**config.mk**
```make
export PLATFORM = sky130hd
export DESIGN_NAME = hash_job_sequencer_flat
export DESIGN_NICKNAME = d
export VERILOG_FILES = /design/src/rtl/hash_job_sequencer_if.sv /design/src/rtl/hash_job_sequencer.sv /design/src/flat_wrapper.sv
export SDC_FILE = /design/constraint.sdc
export NUM_CORES = 1
export LEC_CHECK = 0
export ABC_CLOCK_PERIOD_IN_PS = 61400
export BUFFER_PORTS_ARGS = -buffer_cell sky130_fd_sc_hd__buf_2
export CORE_AREA = 2 2 400 402
export CTS_BUF_LIST = sky130_fd_sc_hd__clkbuf_8
export DETAILED_ROUTE_END_ITERATION = 10
export DIE_AREA = 0 0 402 404
export HOLD_SLACK_MARGIN = 0.02
export SYNTH_ARGS = -nofsm -noshare
export SYNTH_HDL_FRONTEND = slang
export SYNTH_SLANG_ARGS = --single-unit
```
**constraint.sdc**
```tcl
create_clock -name clk -period 61.4 [get_ports clk]
set_clock_uncertainty 0.1 [all_clocks]
set_input_delay 3.07 -clock clk [delete_from_list [all_inputs] [get_ports clk]]
set_output_delay 3.07 -clock clk [all_outputs]
set_load 0.01 [all_outputs]
```
**src/rtl/hash_job_sequencer_if.sv**
```systemverilog
// Worker job bus between hash_job_sequencer (master) and one SHA-256 worker (slave).
// Handshake: while w_start=1 the worker is parked; when it falls, the worker runs on the stable
// w_* data, and a one-cycle w_finish=1 qualifies w_ho and completes that run.
interface hash_job_sequencer_if;
  logic                 w_start;
  logic                 w_phase_sel;
  logic [3:0]           w_nonce;
  logic [7:0][31:0]     w_hi;
  logic [2:0][31:0]     w_msg_tail;
  logic [7:0][31:0]     w_ho;
  logic                 w_finish;

  modport master (
    output w_start, w_phase_sel, w_nonce, w_hi, w_msg_tail,
    input  w_ho, w_finish
  );

  modport slave (
    input  w_start, w_phase_sel, w_nonce, w_hi, w_msg_tail,
    output w_ho, w_finish
  );
endinterface

```
**src/rtl/hash_job_sequencer.sv**
```systemverilog
// Runs phase-2 then phase-3 worker jobs per nonce and writes digest word 0 to output_addr+nonce.
// Optional worker watchdog enabled by defining SEQ_WATCHDOG_EN.
module hash_job_sequencer #(
  parameter int NUM_NONCES     = 16,
  parameter int TIMEOUT_CYCLES = 255
) (
  input  logic                  clk,
  input  logic                  reset,
  input  logic                  start,
  input  logic [7:0][31:0]      midstate,
  input  logic [2:0][31:0]      msg_tail,
  input  logic [15:0]           output_addr,
  output logic                  done,
  output logic                  error,
  output logic                  mem_we,
  output logic [15:0]           mem_addr,
  output logic [31:0]           mem_write_data,
  hash_job_sequencer_if.master  wk,
  output logic [2:0]            dbg_state
);

  typedef enum logic [2:0] {
    IDLE    = 3'd0,
    LAUNCH2 = 3'd1,
    WAIT2   = 3'd2,
    LAUNCH3 = 3'd3,
    WAIT3   = 3'd4,
    WRITE   = 3'd5,
    DONE    = 3'd6
  } state_t;

  localparam logic [3:0] LAST_NONCE = 4'(NUM_NONCES - 1);

  if (NUM_NONCES < 1 || NUM_NONCES > 16 || TIMEOUT_CYCLES < 1) begin : g_param_check
    $error("hash_job_sequencer: illegal NUM_NONCES or TIMEOUT_CYCLES");
  end

  state_t             state_q, state_d;
  logic [3:0]         nonce_q;
  logic [7:0][31:0]   midstate_q;
  logic [2:0][31:0]   msg_tail_q;
  logic [15:0]        addr_q;
  logic [7:0][31:0]   p2_q;
  logic [31:0]        result_q;
  logic               error_q;

  logic               load_job;
  logic               cap_p2;
  logic               cap_res;
  logic               inc_nonce;
  logic               timeout;
  logic               wd_expired;
  logic               waiting;

  assign waiting = (state_q == WAIT2) || (state_q == WAIT3);

  // Next-state logic
  always_comb begin
    state_d   = state_q;
    load_job  = 1'b0;
    cap_p2    = 1'b0;
    cap_res   = 1'b0;
    inc_nonce = 1'b0;
    timeout   = 1'b0;
    case (state_q)
      IDLE: begin
        if (start) begin
          load_job = 1'b1;
          state_d  = LAUNCH2;
        end
      end
      LAUNCH2: state_d = WAIT2;
      WAIT2: begin
        if (wk.w_finish) begin
          cap_p2  = 1'b1;
          state_d = LAUNCH3;
        end else if (wd_expired) begin
          timeout = 1'b1;
          state_d = DONE;
        end
      end
      LAUNCH3: state_d = WAIT3;
      WAIT3: begin
        if (wk.w_finish) begin
          cap_res = 1'b1;
          state_d = WRITE;
        end else if (wd_expired) begin
          timeout = 1'b1;
          state_d = DONE;
        end
      end
      WRITE: begin
        if (nonce_q == LAST_NONCE) begin
          state_d = DONE;
        end else begin
          inc_nonce = 1'b1;
          state_d   = LAUNCH2;
        end
      end
      DONE:    state_d = IDLE;
      default: state_d = IDLE;
    endcase
  end

  always_ff @(posedge clk) begin
    if (reset) begin
      state_q <= IDLE;
      nonce_q <= 4'd0;
    end else begin
      state_q <= state_d;
      if (load_job) begin
        nonce_q <= 4'd0;
      end else if (inc_nonce) begin
        nonce_q <= nonce_q + 4'd1;
      end
    end
  end

  // Job data needs no reset: it is only consumed after a start has loaded it.
  always_ff @(posedge clk) begin
    if (load_job) begin
      midstate_q <= midstate;
      msg_tail_q <= msg_tail;
      addr_q     <= output_addr;
    end
    if (cap_p2) begin
      p2_q <= wk.w_ho;
    end
    if (cap_res) begin
      result_q <= wk.w_ho[0];
    end
  end

`ifdef SEQ_WATCHDOG_EN
  localparam int WD_W = ($clog2(TIMEOUT_CYCLES + 1) > 8) ? $clog2(TIMEOUT_CYCLES + 1) : 8;

  logic [WD_W-1:0] wd_q;

  // LAUNCH states always precede a WAIT state, so clearing there clears on WAIT entry.
  always_ff @(posedge clk) begin
    if (reset || !waiting) begin
      wd_q <= '0;
    end else begin
      wd_q <= wd_q + 1'b1;
    end
  end

  assign wd_expired = (wd_q == WD_W'(TIMEOUT_CYCLES - 1));

  always_ff @(posedge clk) begin
    if (reset) begin
      error_q <= 1'b0;
    end else if (load_job) begin
      error_q <= 1'b0;
    end else if (timeout) begin
      error_q <= 1'b1;
    end
  end
`else
  assign wd_expired = 1'b0;
  assign error_q    = 1'b0;
`endif

  // Moore outputs
  assign wk.w_start      = !waiting;
  assign wk.w_phase_sel  = (state_q == LAUNCH3) || (state_q == WAIT3);
  assign wk.w_hi         = wk.w_phase_sel ? p2_q : midstate_q;
  assign wk.w_nonce      = nonce_q;
  assign wk.w_msg_tail   = msg_tail_q;

  assign mem_we          = (state_q == WRITE);
  assign mem_addr        = addr_q + 16'(nonce_q);
  assign mem_write_data  = result_q;
  assign done            = (state_q == DONE);
  assign error           = error_q;
  assign dbg_state       = state_q;

endmodule
```
**src/flat_wrapper.sv**
```systemverilog
// flat-port wrapper written by rule: the top's interface ports become plain ports
module hash_job_sequencer_flat 
#(
  parameter int NUM_NONCES     = 16,
  parameter int TIMEOUT_CYCLES = 255
)
  (clk, reset, start, midstate, msg_tail, output_addr, done, error, mem_we, mem_addr, mem_write_data, dbg_state, wk_w_start, wk_w_phase_sel, wk_w_nonce, wk_w_hi, wk_w_msg_tail, wk_w_ho, wk_w_finish);
  hash_job_sequencer_if wk_i ();
  input  logic clk;
  input  logic reset;
  input  logic start;
  input  logic [7:0][31:0] midstate;
  input  logic [2:0][31:0] msg_tail;
  input  logic [15:0] output_addr;
  output logic done;
  output logic error;
  output logic mem_we;
  output logic [15:0] mem_addr;
  output logic [31:0] mem_write_data;
  output logic [2:0] dbg_state;
  output wire logic [$bits(wk_i.w_start)-1:0] wk_w_start;
  output wire logic [$bits(wk_i.w_phase_sel)-1:0] wk_w_phase_sel;
  output wire logic [$bits(wk_i.w_nonce)-1:0] wk_w_nonce;
  output wire logic [$bits(wk_i.w_hi)-1:0] wk_w_hi;
  output wire logic [$bits(wk_i.w_msg_tail)-1:0] wk_w_msg_tail;
  input wire logic [$bits(wk_i.w_ho)-1:0] wk_w_ho;
  input wire logic [$bits(wk_i.w_finish)-1:0] wk_w_finish;
  assign wk_w_start = wk_i.w_start;
  assign wk_w_phase_sel = wk_i.w_phase_sel;
  assign wk_w_nonce = wk_i.w_nonce;
  assign wk_w_hi = wk_i.w_hi;
  assign wk_w_msg_tail = wk_i.w_msg_tail;
  assign wk_i.w_ho = wk_w_ho;
  assign wk_i.w_finish = wk_w_finish;
  hash_job_sequencer #(.NUM_NONCES(NUM_NONCES), .TIMEOUT_CYCLES(TIMEOUT_CYCLES)) u_core (.clk(clk), .reset(reset), .start(start), .midstate(midstate), .msg_tail(msg_tail), .output_addr(output_addr), .done(done), .error(error), .mem_we(mem_we), .mem_addr(mem_addr), .mem_write_data(mem_write_data), .wk(wk_i), .dbg_state(dbg_state));
endmodule
```
* Yosys cells after proc, flatten, opt, wreduce, memory -nomap -nowiden *
Index checks and enable logic that the tools add are counted.

storage, ports and cells
  bits in latches = 0
  bits in read-only memories = 0
  memories kept = 0
  register bits = 663
  input bits = 628
  memory bits (writable) = 0
  output and inout port bits = 412

operators by class
  equality and inequality tests = 10
  reductions and logical operators = 6
  $add $sub $neg = 2
  bitwise operators = 0
  multiply operators = 0
  mux-type cells = 13
  shifts and indexed selects = 0
  div/mod/pow operators = 0
  $lt $le $gt $ge = 0

operators by type and width
  operator                                                                count
  256-bit two-way mux                                                     1
  3-bit case mux with 6 select lines                                      1
  16-bit by 4-bit adder with 16-bit output                                1
  3-bit two-way mux                                                       4
  3-bit equality test (second input constant)                             3
  1-bit two-way mux                                                       7
  3-bit by 2-bit equality test with 1-bit output (second input constant)  2
  2-bit != test (second input constant)                                   3
  4-bit by 1-bit adder with 4-bit output (second input constant)          1
  4-bit equality test (second input constant)                             1
  3-bit by 1-bit equality test with 1-bit output (second input constant)  1
  3-bit zero test                                                         1
  3-bit AND reduction                                                     1
  1-bit logical OR                                                        2
  2-bit OR reduction                                                      1
  1-bit zero test                                                         1

* Logic depth before layout (Yosys ltp) *
  word-level depth = 3
  depth in mapped cells = 6
  gate-level depth less buffers = 6

* Worst setup path after synthesis *
OpenSTA, ideal clock, no wires.

  kind = input -> register
  from = input start
  to = register u_core.nonce_q[2], in the netlist u_core.wk.w_nonce[2]
  arrival time = 43.524 ns
  stages on the path = 3
  buffers on the path = 0
  data required time = 61.127 ns
  slack = 17.603 ns
  path through = nor4b_1 or2_2 nor3_1

on the way
  longest elaborated chain between the ends = 3

ends and longest elaborated chain
  item                          line                       source
  start: declaration            flat_wrapper.sv:11         input logic start;
  1-bit two-way mux             hash_job_sequencer.sv:67   if (start) begin
  1-bit two-way mux             hash_job_sequencer.sv:65   case (state_q)
  2-bit OR reduction (no line)  --
  end signal: assignment        hash_job_sequencer.sv:114  nonce_q <= nonce_q + 4'd1;
  end: declaration              hash_job_sequencer.sv:39   logic [3:0] nonce_q;

Every way passes these cells.
A chain may end at the register's enable or synchronous reset.

* Worst setup path after layout *
  from = register u_core.state_q[0], in the netlist u_core.dbg_state[0]
  to = output wk_w_hi[73]

on the way
  longest elaborated chain between the ends = 3

ends and longest elaborated chain
  item                                                                                   line                       source
  start: declaration                                                                     hash_job_sequencer.sv:38   state_t state_q, state_d;
  start signal: assignment                                                               hash_job_sequencer.sv:110  state_q <= state_d;
  3-bit by 2-bit equality test with 1-bit output or 3-bit equality test (tied branches)  hash_job_sequencer.sv:166  assign wk.w_phase_sel = (state_q == LAUNCH3) || (state_q == WAIT3);
  1-bit logical OR *                                                                     hash_job_sequencer.sv:166
  256-bit two-way mux *                                                                  hash_job_sequencer.sv:167  assign wk.w_hi = wk.w_phase_sel ? p2_q : midstate_q;
  end: declaration                                                                       flat_wrapper.sv:24         output wire logic [$bits(wk_i.w_hi)-1:0] wk_w_hi;

Mark *: on every way between the ends. The rest lies on a longest branch, timed or not.

==> metrics.md <==
| Metric | Value |
|---|---|
| Max rail drop VDD | 0.0185 mV |
| TritonCTS Sinks | about 660 |
| Setup_tns | 0 ns |
| Post_cts resized | 0 |
| Largest net degree at the start of global routing | between 70 and 80 |
| Met1 global-route usage | 0.152 |
| Chip Width | around 400 um |
| Setup repair after global routing missed its margin | false |
| Clock buffers created by TritonCTS | between 100 and 150 |
| Top cell type's share of synthesized area | 0.833 |
| Gate count of the mapped netlist | approximately 1000 |
| Flop and latch count out of synthesis | ~660 |
| GRT Overall Usage | 0.128 |
| Max-cap viol count | 0 |
| Endpoint arrival time on the critical path | 5.24 ns |
| Sequential area share after synthesis | 0.839 |
| Pleak | 12.8 nW |
| Data required time of the critical path | 58.23 ns |
| Iteration-0 DRC Markers | between 1000 and 1500 |
| Post-CTS setup buffers | 0 |
| Starting Density | 0.150 |
| Total number of vias | between 15000 and 20000 |
| Number of cells in the design after placement | between 4000 and 5000 |
| Clock Root Buffer | sky130_fd_sc_hd__clkbuf_8 |
| Final setup violating endpoints | 0 |
| Maximum clock frequency | around 120 MHz |
| Most used standard cells in the synthesized netlist | sky130_fd_sc_hd__edfxtp_1 (656), sky130_fd_sc_hd__mux2_1 (160), sky130_fd_sc_hd__mux2_2 (96), sky130_fd_sc_hd__buf_6 (26), sky130_fd_sc_hd__nor2_1 (14) |
| Fraction of final layout cells with drive strength greater than 1 | 0.574 |
| Via-per-instance ratio | about 3.5 |
| Leading area contributor after synthesis | sky130_fd_sc_hd__edfxtp_1 |
| Layout fillers | ~17000 |
| Global Route met2 Usage | 0.211 |
| Count of unresolved DRC violations after routing | 0 |
| Finished Cell Area | around 34000 sq um |
| Slew @ Worst Pin | just over 1 ns |
| Global route overflow | 0 |
| Most frequent cell after synthesis | sky130_fd_sc_hd__edfxtp_1 |
| Remaining antenna violation count after routing | 0 |
| Combined area of the multi-input logic cells | about 3500 sq um |
| Routability congestion estimate from global placement | about 0.9 |
| Later-pin clock latency in the skew report | roughly 0.81 ns |
| Number of global-route vias before repair | ~16000 |
| CTS Buffer Depth | 3 |
| Clock tree from TritonCTS | done |
| Category of the worst setup path launch point | flop |
| Antenna violations before repair | about 130 |
| Path type of the worst setup path | reg -> out |
| Final hold vios | 0 |
| Full die area | ~160000 sq um |
| Count of yosys warnings during synthesis | 0 |
| Number of synthesized flops with an enable pin | around 660 |
| Area of the core region | between 150000 and 200000 sq um |
| Run status | complete, no violations |
| First-pass GRT wire length | 140000 um |
| Die boundary height | about 400 um |
| Final period demand of the worst path | ~8.4 ns |
| Count of TritonRoute iterations in the first routing pass | 6 |
| Final Max Slew Viols | 0 |
| DR WL/cell | about 25 um |
| Remaining max-slew budget at the tightest pin | 0.304 |
| Number of I/O pins | between 1000 and 1500 |
| Cell types with the largest area share after synthesis | sky130_fd_sc_hd__edfxtp_1 (83%), sky130_fd_sc_hd__mux2_1 (7.6%), sky130_fd_sc_hd__mux2_2 (4.6%) |
| Ys async rst share | 0 |
| Nets in the synthesized netlist | around 1700 |
| Clock slew seen by the registers of the worst setup and hold paths | ~0.060 ns |
| HPWL Detailed | roughly 87000 um |
| Port-buffer cells | between 1000 and 1500 |
| Routing layer with the top usage in global route | met2 |
| Synthesized cell area | roughly 24000 sq um |
| Placed Area | around 31000 sq um |
| Non-filler cells, final | 4382 |
| Synthesized area per cell | 22.7 sq um |
| CTS HTree Levels | 3 |
| Global Route met3 Usage | 0.0503 |
| Worst-case hold slack | around 0.49 ns |
| Number of standard-cell rows in the floorplan | approximately 150 |
| Highest fanout seen on the critical path | 62 |
| Power density normalized to cell area | ~32 nW/um^2 |
| Hold crit path type | reg -> reg |
| Footprint of the flip-flops and latches | 19800 sq um |
| Hold Buf Count CTS | 0 |
| Primary FF master, synth | sky130_fd_sc_hd__edfxtp_1 |
| Final cycle utilization of the critical path | 0.137 |
| # nets final | about 2800 |
| Kind of end point of the critical path | primary output |
| Count of distinct cell types in the synthesized netlist | 37 |
| Syn-to-layout area delta | 41.7% |
| WL final | between 100000 and 150000 um |
[cell families (layout without fill, tap and decap cells)]
logic type / after synthesis / count (layout) / share of synthesized area
flops: 663 / 663 / 0.839
mux: 257 / 257 / 0.122
simple gates: 48 / 48 / 0.0110
buf+inv: 35 / 1276 / 0.0142
xor+xnor: 16 / 16 / 0.00592
compound gates: 14 / 14 / 0.00434
fa+ha+maj: 6 / 6 / 0.00349
other cells: 1 / 30 / 0.000159
[worst paths after layout]
kind                                                        start                                 to  slack (ns)  depth (start not counted)
worst max-delay path             u_core.dbg_state[0]$_SDFFE_PP0P_                        wk_w_hi[73]       52.99                          8
worst max register to register   u_core.dbg_state[2]$_SDFFE_PP0P_   u_core.midstate_q[205]$_DFFE_PP_       56.87                          5
worst min-delay path            u_core.wk.w_nonce[1]$_SDFFE_PP0P_  u_core.wk.w_nonce[1]$_SDFFE_PP0P_        0.49                          2
worst min register to register  u_core.wk.w_nonce[1]$_SDFFE_PP0P_  u_core.wk.w_nonce[1]$_SDFFE_PP0P_        0.49                          2
[sequential cells by signal, indices dropped and copies added (netlist names)]
| name | count |
|---|---|
| u_core.midstate_q | 256 |
| u_core.p2_q | 256 |
| u_core.wk.w_msg_tail | 96 |
| u_core.mem_write_data | 32 |
| u_core.addr_q | 16 |
| u_core.wk.w_nonce | 4 |
| u_core.dbg_state | 3 |
[critical path: stages, from the launching register on]
cell and delay [ns]:
sky130_fd_sc_hd__dfxtp_1 0.64, sky130_fd_sc_hd__nand2_1 0.21, sky130_fd_sc_hd__o22ai_4 0.15, sky130_fd_sc_hd__buf_4 0.47, sky130_fd_sc_hd__buf_4 0.75, sky130_fd_sc_hd__buf_4 0.69
sky130_fd_sc_hd__buf_4 0.74, sky130_fd_sc_hd__mux2_1 0.41, sky130_fd_sc_hd__buf_2 0.15
[cell type report]
| class | instances | share of cell area |
|---|---|---|
| multi-input combinational | 342 | 0.104 |
| sequential | 663 | 0.592 |
| timing repair buffer | 1057 | 0.159 |
| clock buffer | 120 | 0.0492 |
| clock inverter | 97 | 0.0159 |
| antenna | 29 | 0.00216 |
| inverter | 2 | 0.000224 |
| tap | 2072 | 0.0773 |
[layout by cell type (no fill, tap or decap), types with 8 or more instances in the layout]
| cell | instances |
|---|---|
| sky130_fd_sc_hd__mux2_1 | 160 |
| sky130_fd_sc_hd__diode_2 | 29 |
| sky130_fd_sc_hd__nand2_1 | 8 |
| sky130_fd_sc_hd__nor2_1 | 14 |
| sky130_fd_sc_hd__buf_2 | 1038 |
| sky130_fd_sc_hd__buf_4 | 19 |
| sky130_fd_sc_hd__clkbuf_8 | 120 |
| sky130_fd_sc_hd__clkinv_2 | 14 |
| sky130_fd_sc_hd__edfxtp_1 | 656 |
| sky130_fd_sc_hd__clkinv_1 | 28 |
| sky130_fd_sc_hd__mux2_2 | 96 |
| sky130_fd_sc_hd__inv_1 | 41 |
| sky130_fd_sc_hd__xnor2_1 | 9 |
[power by group]
| group | internal, mW | switching [mW] | total, mW |
|---|---|---|---|
| Sequential | 0.539 | 0.0126 | 0.552 |
| Combinational | 0.0497 | 0.0731 | 0.123 |
| Clock | 0.195 | 0.198 | 0.393 |
| Total | 0.784 | 0.284 | 1.07 |
[through the flow]
step | utilization | setup slack [ns] | total power [mW]
3_5_place_dp | 0.198 | 53.70 | 0.687
5_1_grt | 0.212 | 52.53 | 1.12
4_1_cts | 0.212 | 52.70 | 1.09
2_1_floorplan | - | 17.60 | 0.655
6_report | 0.212 | 52.99 | 1.07
3_3_place_gp | 0.198 | 53.87 | 0.685
[layer usage]
layer	up-vias	wire length [um]
met5	-	415
li1	6497	-
met2	978	51600
met1	7573	42200
met4	64	3380
met3	308	10900
No activity file was read; power rests on OpenSTA's default activity.
